**config.mk**
```make
export PLATFORM = sky130hd
export DESIGN_NAME = rgb_pwm_flat
export DESIGN_NICKNAME = d
export VERILOG_FILES = /design/src/rtl/rgb_pkg.sv /design/src/rtl/rgb_pwm_if.sv /design/src/rtl/pwm_channel.sv /design/src/rtl/rgb_pwm.sv /design/src/flat_wrapper.sv
export SDC_FILE = /design/constraint.sdc
export NUM_CORES = 1
export LEC_CHECK = 0
export ABC_AREA = 0
export CORE_AREA = 2 2 75 77
export DETAILED_ROUTE_END_ITERATION = 16
export DIE_AREA = 0 0 77 79
export GPL_ROUTABILITY_DRIVEN = 0
export GPL_TIMING_DRIVEN = 1
export PLACE_DENSITY = 0.79
export SYNTH_ARGS = -nofsm -noshare
export SYNTH_HDL_FRONTEND = slang
export SYNTH_HIERARCHICAL = 1
export SYNTH_SLANG_ARGS = --single-unit
```
**constraint.sdc**
```tcl
create_clock -name clock -period 1.8 [get_ports clock]
set_input_delay 0.18 -clock clock [delete_from_list [all_inputs] [get_ports clock]]
set_output_delay 0.18 -clock clock [all_outputs]
set_load 0.02 [all_outputs]
```
**src/rtl/rgb_pkg.sv**
```systemverilog
`default_nettype none
// ---------------------------------------------------------------
// rgb_pkg : shared types for the RGB PWM stage and its duty source
// Rev 1.0
// ---------------------------------------------------------------
package rgb_pkg;

  localparam int DEFAULT_PWM_WIDTH = 8;

  typedef logic [DEFAULT_PWM_WIDTH-1:0] duty_t;

  typedef struct packed {
    duty_t r;
    duty_t g;
    duty_t b;
  } rgb_duty_t;

endpackage
`default_nettype wire

```
**src/rtl/rgb_pwm_if.sv**
```systemverilog
`default_nettype none
// ---------------------------------------------------------------
// rgb_pwm_if : duty update port (valid/ready) of the RGB PWM stage
// Rev 1.0
// ---------------------------------------------------------------
interface rgb_pwm_if #(
  parameter int PWM_WIDTH = rgb_pkg::DEFAULT_PWM_WIDTH
);

  logic [PWM_WIDTH-1:0] duty_r;
  logic [PWM_WIDTH-1:0] duty_g;
  logic [PWM_WIDTH-1:0] duty_b;
  logic                 duty_valid;
  logic                 duty_ready;

  modport master (
    output duty_r, duty_g, duty_b, duty_valid,
    input  duty_ready
  );

  modport slave (
    input  duty_r, duty_g, duty_b, duty_valid,
    output duty_ready
  );

endinterface
`default_nettype wire

```
**src/rtl/pwm_channel.sv**
```systemverilog
`default_nettype none
// ---------------------------------------------------------------
// pwm_channel : one PWM output with its active duty register
// Optional macro RGB_PWM_FADE_EN: step active toward a target once per period
// Rev 1.0
// ---------------------------------------------------------------
module pwm_channel #(
  parameter int PWM_WIDTH = rgb_pkg::DEFAULT_PWM_WIDTH
) (
  input  logic                 clock,
  input  logic                 reset,
  input  logic [PWM_WIDTH-1:0] cnt,
  input  logic                 boundary,
  input  logic                 load,
  input  logic [PWM_WIDTH-1:0] pending,
  output logic                 led
);

  logic [PWM_WIDTH-1:0] active;

`ifdef RGB_PWM_FADE_EN
  logic [PWM_WIDTH-1:0] target;

  // The step uses the target as it stood before this boundary's load.
  always_ff @(posedge clock) begin
    if (reset) begin
      active <= '0;
      target <= '0;
    end else if (boundary) begin
      if (active < target)
        active <= active + 1'b1;
      else if (active > target)
        active <= active - 1'b1;
      if (load)
        target <= pending;
    end
  end
`else
  always_ff @(posedge clock) begin
    if (reset)
      active <= '0;
    else if (boundary && load)
      active <= pending;
  end
`endif

  always_ff @(posedge clock) begin
    if (reset)
      led <= 1'b0;
    else
      led <= (cnt < active);
  end

endmodule
`default_nettype wire

```
**src/rtl/rgb_pwm.sv**
```systemverilog
`default_nettype none
// ---------------------------------------------------------------
// rgb_pwm : three-channel PWM, duties applied only at period boundaries
// Optional macro RGB_PWM_FADE_EN (linear fade, one duty step per period)
// Rev 1.0
// ---------------------------------------------------------------
module rgb_pwm
  import rgb_pkg::*;
#(
  parameter int PWM_WIDTH = DEFAULT_PWM_WIDTH
) (
  input  logic       clock,
  input  logic       reset,
  input  logic       tick,
  rgb_pwm_if.slave   bus,
  output logic       period_start,
  output logic       led_r,
  output logic       led_g,
  output logic       led_b
);

  // Period is MAX ticks, so the counter wraps from MAX-1.
  localparam logic [PWM_WIDTH-1:0] CNT_LAST = {{(PWM_WIDTH-1){1'b1}}, 1'b0};

  logic [PWM_WIDTH-1:0] cnt;
  logic [PWM_WIDTH-1:0] pending [3];
  logic [PWM_WIDTH-1:0] duty_in [3];
  logic                 pending_valid;
  logic                 boundary;
  logic                 accept;
  logic [2:0]           led;

  assign boundary       = tick && (cnt == CNT_LAST);
  assign period_start   = boundary;
  assign bus.duty_ready = !pending_valid;
  assign accept         = bus.duty_valid && !pending_valid;

  assign duty_in[0] = bus.duty_r;
  assign duty_in[1] = bus.duty_g;
  assign duty_in[2] = bus.duty_b;

  always_ff @(posedge clock) begin
    if (reset) begin
      cnt           <= '0;
      pending_valid <= 1'b0;
      for (int i = 0; i < 3; i++)
        pending[i] <= '0;
    end else begin
      if (tick)
        cnt <= boundary ? '0 : cnt + 1'b1;
      // Apply and accept are exclusive: one needs pending full, the other empty.
      if (boundary && pending_valid) begin
        pending_valid <= 1'b0;
      end else if (accept) begin
        pending_valid <= 1'b1;
        for (int i = 0; i < 3; i++)
          pending[i] <= duty_in[i];
      end
    end
  end

  generate
    for (genvar i = 0; i < 3; i++) begin : g_channel
      pwm_channel #(
        .PWM_WIDTH (PWM_WIDTH)
      ) u_channel (
        .clock    (clock),
        .reset    (reset),
        .cnt      (cnt),
        .boundary (boundary),
        .load     (pending_valid),
        .pending  (pending[i]),
        .led      (led[i])
      );
    end
  endgenerate

  assign led_r = led[0];
  assign led_g = led[1];
  assign led_b = led[2];

endmodule
`default_nettype wire

```
**src/flat_wrapper.sv**
```systemverilog
// flat-port wrapper written by rule: the top's interface ports become plain ports
module rgb_pwm_flat import rgb_pkg::*;
#(
  parameter int PWM_WIDTH = DEFAULT_PWM_WIDTH
)
  (clock, reset, tick, period_start, led_r, led_g, led_b, bus_duty_r, bus_duty_g, bus_duty_b, bus_duty_valid, bus_duty_ready);
  rgb_pwm_if #(.PWM_WIDTH(PWM_WIDTH)) bus_i ();
  input  logic clock;
  input  logic reset;
  input  logic tick;
  output logic period_start;
  output logic led_r;
  output logic led_g;
  output logic led_b;
  input wire logic [$bits(bus_i.duty_r)-1:0] bus_duty_r;
  input wire logic [$bits(bus_i.duty_g)-1:0] bus_duty_g;
  input wire logic [$bits(bus_i.duty_b)-1:0] bus_duty_b;
  input wire logic [$bits(bus_i.duty_valid)-1:0] bus_duty_valid;
  output wire logic [$bits(bus_i.duty_ready)-1:0] bus_duty_ready;
  assign bus_i.duty_r = bus_duty_r;
  assign bus_i.duty_g = bus_duty_g;
  assign bus_i.duty_b = bus_duty_b;
  assign bus_i.duty_valid = bus_duty_valid;
  assign bus_duty_ready = bus_i.duty_ready;
  rgb_pwm #(.PWM_WIDTH(PWM_WIDTH)) u_core (.clock(clock), .reset(reset), .tick(tick), .bus(bus_i), .period_start(period_start), .led_r(led_r), .led_g(led_g), .led_b(led_b));
endmodule
```
# Word level (Yosys, flattened, before mapping)

Memory sizes are Yosys's and may differ from the RTL's. A register that Yosys moved wholly into a read port is not among the register bits.
Index checks and enable logic that the tools add are counted.

RAM bits: 24
Logic and storage cells: 29
Memories kept: 1
Register bits: 12

Memories:

| name           | words | width | read ports | clocked after Yosys merged registers in | wr ports | line          | RTL |
|---|---|---|---|---|---|---|---|
| u_core.pending | 3     | 8     | 3          | 3                                       | 3        | rgb_pwm.sv:26 | `logic [PWM_WIDTH-1:0] pending [3];` |

Magnitude comparators: 3
Reduce and logical (&&, ||, !) cells: 5
Add/sub/neg operators: 1
Bitwise logic cells: 3
Equal/unequal tests: 1
Muxes and demuxes: 10

Operators with widths:

| operator                                                      | count |
|---|---|
| 8-bit 2-to-1 mux                                              | 4 |
| 8-bit < comparator                                            | 3 |
| 8-bit by 1-bit adder with 8-bit output, second input constant | 1 |
| 8-bit equality test, second input constant                    | 1 |
| 1-bit 2-to-1 mux                                              | 6 |
| 1-bit logical AND                                             | 3 |
| 1-bit OR                                                      | 3 |
| 2-bit OR reduction                                            | 1 |
| 1-bit zero test                                               | 1 |

# Depth between registers and ports, before layout

Gate-level depths: netlist (run 1).

Depth in word-level cells: 7
Gate-level depth with buffers: 8

# Hierarchy

Netlist (run 1), hierarchy kept.

By module, submodules not included:

| module      | cells each | times used | sequential area each (µm²) | area each (µm²) |
|---|---|---|---|---|
| pwm_channel | 62         | 3          | 180.2                      | 494.2 |
| rgb_pwm     | 105        | 1          | 900.9                      | 1390.1 |

# Least setup slack after synthesis (run 1)

No wires, ideal clock.

Kind: register to register
From: register u_core.cnt[1]
To: register u_core.g_channel[0].u_channel.active[0] (read register of u_core.pending)
Arrival: 1706 ps
Stages on the path, launching flop included: 8
Required time: 1668 ps
Clock period less this slack: 1838 ps
Setup slack: -38 ps
Buffers on the path: 1
Library setup time: 132 ps
Cell sequence: dfxtp_1 > ha_1 > nand4_2 > nor2_2 > buf_2 > nand2_1 > nand2_1 > a21oi_1

Cells in the longest elaborated chain, start to end: 3

Ends and longest elaborated chain:

| what                   | line               | RTL |
|---|---|---|
| from (decl)            | rgb_pwm.sv:25      | `logic [PWM_WIDTH-1:0] cnt;` |
| from (signal assigned) | rgb_pwm.sv:50      | `cnt <= boundary ? '0 : cnt + 1'b1;` |
| 8-bit equality test    | rgb_pwm.sv:33      | `assign boundary = tick && (cnt == CNT_LAST);` |
| 1-bit logical AND      | rgb_pwm.sv:33      |  |
| named net period_start | flat_wrapper.sv:11 | `output logic period_start;` |
| 1-bit logical AND      | pwm_channel.sv:42  | `else if (boundary && load)` |
| to (decl)              | pwm_channel.sv:19  | `logic [PWM_WIDTH-1:0] active;` |

The timed path passes the listed nets, and every way through them passes these cells.
A chain may end at the register's enable or synchronous reset.

# Worst setup path in the final report (run 1)

From: register u_core.cnt[0]
To: output port period_start

Cells in the longest elaborated chain, start to end: 2

Ends and longest elaborated chain:

| what                | line |
|---|---|
| 8-bit equality test | rgb_pwm.sv:33 |
| 1-bit logical AND   | rgb_pwm.sv:33 |
| to (decl)           | flat_wrapper.sv:11 |

No other way between the ends.

==> key figures, run 1 <==
Run status
  – Status: complete, no violations

Placed design
  – Detailed Place HPWL: 3.89 mm
  – Placed instance count: 398
  – IO buf count: 32
  – DP Area: 0.00335 mm2

Floorplanning
  – Starting density of the core: 0.538
  – Die footprint: 0.00608 mm2
  – Core footprint: 0.00534 mm2
  – Die Y: 79 um
  – Rows: 27
  – # IOs: 33
  – Die X: 77 um

STA
  – Slew margin rel.: 0.519
  – Max Slew Vio Count: 0
  – Setup TNS: 0 ns
  – Achievable Freq: 595 MHz
  – Minimum clock period: 1.68 ns
  – Endpoints failing setup: 0
  – RSZ-0062 raised after global routing: no
  – Skew final: 0.00363 ns
  – Fin crit share: 0.933
  – Hold Vio Cnt, Final: 0
  – Worst-Margin Slew: 0.721 ns

CTS
  – CTS tree: built
  – CTS sink count: 60
  – CTS root buf: clkbuf_8
  – Deepest clock path buffer count: 2
  – Clock-pin slew on the worst setup and hold paths: 0.06 ns
  – CTS Buf Count: 9
  – H-tree depth: 3
  – Clk Latency, worst-skew pair: 0.33 ns

Synth
  – Top cell type's share of synthesized area: 0.251
  – Yosys warns: 6
  – Syn Nets: 342
  – Synth Cell Area: 0.00287 mm2
  – Sequential area share after synthesis: 0.502
  – Synth cell types: 34
  – Largest cells by area after synthesis: dfxtp_1 25%, edfxtp_1 25%, ha_1 10%
  – Syn Inst Count: 291
  – Syn avg cell area: 9.87 um2
  – Synth Register Bits: 60
  – Leading area contributor after synthesis: dfxtp_1

Min path
  – Hold crit path type: flop to flop

Layout
  – Layout fillers: 447
  – Share of cells above drive strength 1: 0.132
  – Area taken by multi-input logic gates: 0.00127 mm2
  – ANT cells: 0
  – Nets@finish: 388
  – Storage element area: 0.00144 mm2
  – Fin cells: 414
  – Final core occ: 0.657
  – Area growth, synth to finish: 22.0%
  – Final Cell Area: 0.00350 mm2

Routing
  – 1st-iter DRT viols: 125
  – Met2 WL: 2.86 mm
  – Met1 wire length: 2.43 mm
  – Initial DRT Pass Iterations: 4
  – Final wirelength: 5.69 mm
  – Post-DR wirelength/cell: 13.8 um
  – Met3 Wirelength: 234 um
  – Via/cell ratio: 5.27
  – Uppermost layer routed: met4
  – Drc violations: 0
  – Vias: 2180
  – Post-route ant nets: 0

Global route
  – Total gr overflow: 0
  – First-pass GRT wire length: 9.52 mm
  – Largest net degree at the start of global routing: 37
  – Initial antenna violation count: 0
  – Vias in the first global route: 2163
  – GRT Total Usage: 0.209

Worst setup path
  – Worst Path Arrival: 1.50 ns
  – Setup Crit Path Kind: flop to output pin
  – Worst-path maximum fanout: 2
  – Crit start category: flop
  – Worst setup EP type: output pin
  – CP required: 1.62 ns

Power
  – Total power: 0.00274 W
  – Pleak: 1.29 nW
  – Power per Cell Area: 782 mW/mm2
  – Maximum vdd ir drop: 0.580 mV

Job
  – Max-cap violations: 0
synth_stat cells:
cell	count
dfxtp_1	36
nand2_1	32
a21oi_1	27
nand3_1	26
inv_1	25
and2_1	24
edfxtp_1	24
ha_1	23
nor2_1	9
a211oi_2	6
buf_2	6
nand4_1	6
o21ai_1	6
nand2b_1	4
nor2b_1	4
a2111oi_2	3
a211oi_1	3
clkbuf_1	3
o21ai_0	3
a31oi_1	2
clkbuf_2	2
nand3_2	2
nor2_2	2
nor3_1	2
xor2_1	2
and3_1	1
and4_4	1
buf_4	1
buf_6	1
nand4_2	1
nor3_2	1
o211ai_1	1
or3_1	1
xnor2_1	1
timing repair:
| action | 4_1_cts | 5_1_grt |
|---|---|---|
| resized for setup | 2 | 0 |
| endpoints found under the setup margin | 1 | 0 |
| buffers inserted | 0 | 0 |
| hold buffers | 0 | 0 |
power by group:
group	internal [W]	switching, W	leakage [nW]
Combinational	0.000133	0.000131	0.660
Clock	0.000494	0.000488	0.0812
Sequential	0.00147	0.0000181	0.551
Total	0.00210	0.000638	1.29
state kept, by name, summed over array words and instances (netlist names):
signal                             count
u_core/pending                        24
u_core/g_channel.u_channel/active     24
u_core/pending_valid                   1
u_core/g_channel.u_channel/led         3
u_core/cnt                             8
area by class of cell:
class | count | area share
clock buffer | 13 | 0.0396
clock inverter | 3 | 0.00428
inverter | 25 | 0.0268
multi-input combinational | 193 | 0.363
sequential | 60 | 0.412
tap | 72 | 0.0257
timing repair buffer | 48 | 0.129
critical path: stages (launching register included):
cell and delay [ns]:
dfxtp_1 0.31, inv_1 0.08, ha_1 0.16, nand4_2 0.14
nor2_4 0.13, dlygate4sd2_1 0.34
path summary, 6_finish.rpt:
path / startpoint / end / slack, ns / depth (start not counted)
hold reg to reg: u_core/g_channel[2].u_channel/active[1]$_SDFFE_PP0P_ / u_core/g_channel[2].u_channel/active[1]$_SDFFE_PP0P_ / 0.45 / 2
setup reg to reg: u_core/cnt[0]$_SDFFE_PP0P_ / u_core/g_channel[2].u_channel/active[0]$_SDFFE_PP0P_ / 0.17 / 8
hold / removal: u_core/g_channel[2].u_channel/active[1]$_SDFFE_PP0P_ / u_core/g_channel[2].u_channel/active[1]$_SDFFE_PP0P_ / 0.45 / 2
setup / recovery: u_core/cnt[0]$_SDFFE_PP0P_ / period_start / 0.12 / 5
cells by family after synthesis:
logic type,share of synthesized area
AOI/OAI and AO/OA,0.119
xor gates and xnor gates,0.00915
adders and majority gates,0.100
buffers and inverters,0.0571
DFF,0.502
and+or+nand+nor,0.213
layout by cell type, fill, tap and decap left out, types with 6 or more instances in the layout:
| cell type | count |
|---|---|
| nor2_1 | 9 |
| nand2_1 | 32 |
| inv_1 | 25 |
| o21ai_1 | 6 |
| clkdlybuf4s50_1 | 31 |
| ha_1 | 23 |
| and2_1 | 24 |
| clkbuf_8 | 9 |
| a211oi_2 | 6 |
| nand3_1 | 26 |
| edfxtp_1 | 24 |
| a21oi_1 | 27 |
| dfxtp_1 | 35 |
| nand4_1 | 6 |
| buf_4 | 15 |
through the flow:
step / hold WS [ns] / setup WS (ns)
after floorplan: 0.373 / 0.0691
after global placement: 0.441 / 0.0203
after detailed placement: 0.447 / -0.00575
after CTS: 0.455 / 0.104
after global routing: 0.480 / 0.0344
final: 0.453 / 0.120
metal layers:
| metal | GRT usage | vias up |
|---|---|---|
| met5 | 0 | - |
| met4 | 0.132 | 0 |
| li1 | - | 1102 |
| met3 | 0.0636 | 15 |
| met1 | 0.234 | 1019 |
| met2 | 0.350 | 44 |
Note: power is estimated with default switching activity, not from simulation.
==> run 2, diff against run 1 <==
--- a/config.mk
+++ b/config.mk
@@ -12,6 +12,7 @@
 export GPL_ROUTABILITY_DRIVEN = 0
 export GPL_TIMING_DRIVEN = 1
 export PLACE_DENSITY = 0.79
+export REMOVE_ABC_BUFFERS = 1
 export SYNTH_ARGS = -nofsm -noshare
 export SYNTH_HDL_FRONTEND = slang
 export SYNTH_HIERARCHICAL = 1
==> run 2 against run 1 <==
Effect of this change: via count barely moved; largest cell class unchanged; clock-buffer cell count fell by 3; critical path depth did not move; total power rose by 13%; highest routed layer unchanged; wire length fell by 5.9%.
==> key figures, run 2 (synthesized netlist as in run 1, its figures left out) <==
Layout
  – Fin cells: 418
  – Most common cell after layout, fill and taps aside: dfxtp_1
  – Most frequent cells in the layout: 36 x dfxtp_1, 32 x nand2_1, 31 x clkdlybuf4s50_1, 27 x a21oi_1, 26 x nand3_1
  – ANT cells: 0
  – Area growth, synth to finish: 25.0%
  – Share of cells above drive strength 1: 0.147
  – Top Registers: u_core/g_channel.u_channel/active x24, u_core/pending x24, u_core/cnt x8
  – Nets@finish: 392
  – Layout fillers: 448
  – Final core occ: 0.673

Power
  – Power per Cell Area: 864 mW/mm2
  – Sequential Power Share: 0.482
  – Net Sw Frac: 0.217
  – Pleak: 1.34 nW
  – Internal power: 0.00243 W
  – Combinational share of power: 0.085
  – Part of the power in the clock network: 0.433
  – Maximum vdd ir drop: 0.683 mV
  – Net switching power: 0.000672 W

STA
  – Minimum clock period: 1.66 ns
  – Slew margin rel.: 0.553
  – Hold Vio Cnt, Final: 0
  – Max Slew Vio Count: 0
  – RSZ-0062 raised after global routing: no
  – Worst-Margin Slew: 0.670 ns
  – Achievable Freq: 603 MHz
  – Skew final: 0.00795 ns
  – Fin crit share: 0.922
  – Endpoints failing setup: 0

Floorplanning
  – Die X: 77 um
  – Die Y: 79 um
  – Starting density of the core: 0.538
  – # IOs: 33
  – Rows: 27
  – Core footprint: 0.00534 mm2
  – Die footprint: 0.00608 mm2

Global route
  – Initial antenna violation count: 0
  – Vias in the first global route: 2188
  – GRT Total Usage: 0.206
  – First-pass GRT wire length: 9.61 mm
  – Total gr overflow: 0
  – Largest net degree at the start of global routing: 31

Routing
  – Drc violations: 0
  – Vias: 2181
  – 1st-iter DRT viols: 127
  – Post-DR wirelength/cell: 12.8 um
  – Initial DRT Pass Iterations: 5
  – Post-route ant nets: 0
  – Via/cell ratio: 5.22
  – Final wirelength: 5.36 mm

Placed design
  – Detailed Place HPWL: 3.96 mm
  – Placed instance count: 402
  – IO buf count: 32

CTS
  – CTS tree: built
  – Deepest clock path buffer count: 2
  – CTS sink count: 60
  – H-tree depth: 3
  – Postcts setup bufs: 0
  – CTS root buf: clkbuf_8
  – Clk Latency, worst-skew pair: 0.34 ns
  – Resize count post-CTS: 1
  – CTS Buf Count: 9
  – Clock-pin slew on the worst setup and hold paths: 0.06 ns
  – Post-cts hold buffer count: 0

Worst setup path
  – Worst Path Arrival: 1.48 ns
  – Setup Crit Path Kind: flop to output pin
  – R2R Setup Slk: 0.19 ns
  – Worst setup EP type: output pin
  – Crit start category: flop
  – CP required: 1.62 ns
  – Worst-path maximum fanout: 2

Job
  – Max-cap violations: 0

Min path
  – Hold crit path type: flop to flop

Run status
  – Status: complete, no violations
## run 2: power groups by stage
stage	Sequential, W	Clock [W]	Combinational [W]
6_report	0.00149	0.00134	0.000265
3_5_place_dp	0.00152	0	0.000266
2_1_floorplan	0.00154	0	0.0000983
4_1_cts	0.00149	0.00138	0.000267
3_3_place_gp	0.00152	0	0.000257
5_1_grt	0.00150	0.00144	0.000295
## run 2: critical path: stages, from the launching register on
cell	delay [ns]
dfxtp_1	0.31
inv_1	0.07
ha_1	0.16
nand4_2	0.12
nor2_2	0.14
clkdlybuf4s15_1	0.35
## run 2: path summary, 6_finish.rpt
check	startpoint	to	depth (start not counted)
min reg2reg	u_core/g_channel[2].u_channel/active[7]$_SDFFE_PP0P_	u_core/g_channel[2].u_channel/active[7]$_SDFFE_PP0P_	2
max	u_core/cnt[0]$_SDFFE_PP0P_	period_start	5
max reg2reg	u_core/cnt[2]$_SDFFE_PP0P_	u_core/g_channel[1].u_channel/led$_SDFF_PP0_	4
min	u_core/g_channel[2].u_channel/active[7]$_SDFFE_PP0P_	u_core/g_channel[2].u_channel/active[7]$_SDFFE_PP0P_	2
## run 2: cell type report
type / count / area, um2 / share of cell area
flip-flops and latches: 60 / 1440 / 0.401
clock buffers: 10 / 138 / 0.0383
multi-input cells: 193 / 1270 / 0.353
repair buffers: 52 / 474 / 0.132
inverters: 25 / 93.8 / 0.0261
clock inverters: 6 / 86.3 / 0.0240
well taps: 72 / 90.1 / 0.0251
## run 2: stage by stage
stage | total power (W) | hold slack, ns | setup WS [ns] | setup TNS [ns] | area, um2
2_1_floorplan | 0.00164 | 0.245 | -0.433 | -11.71 | 2800
6_report | 0.00310 | 0.457 | 0.141 | 0 | 3590
5_1_grt | 0.00323 | 0.482 | 0.00308 | 0 | 3590
3_5_place_dp | 0.00179 | 0.448 | -0.0000596 | -0.0000596 | 3360
3_3_place_gp | 0.00178 | 0.443 | 0.0585 | 0 | 3360
4_1_cts | 0.00314 | 0.457 | 0.0646 | 0 | 3590
## run 2: per-layer routing
metal | GRT usage | vias up | part of all wire
met5 | 0 | - | 0
met4 | 0.0929 | 0 | 0.011
met1 | 0.247 | 1025 | 0.45
met3 | 0.0557 | 5 | 0.034
met2 | 0.350 | 33 | 0.50
li1 | - | 1118 | -
==> run 3, diff against run 2 <==
--- a/config.mk
+++ b/config.mk
@@ -12,7 +12,7 @@
 export GPL_ROUTABILITY_DRIVEN = 0
 export GPL_TIMING_DRIVEN = 1
 export PLACE_DENSITY = 0.79
-export REMOVE_ABC_BUFFERS = 1
+export SKIP_LAST_GASP = 1
 export SYNTH_ARGS = -nofsm -noshare
 export SYNTH_HDL_FRONTEND = slang
 export SYNTH_HIERARCHICAL = 1
==> results of run 3 <==
No change in the layout: final DEF, timing and power equal those of run 1.
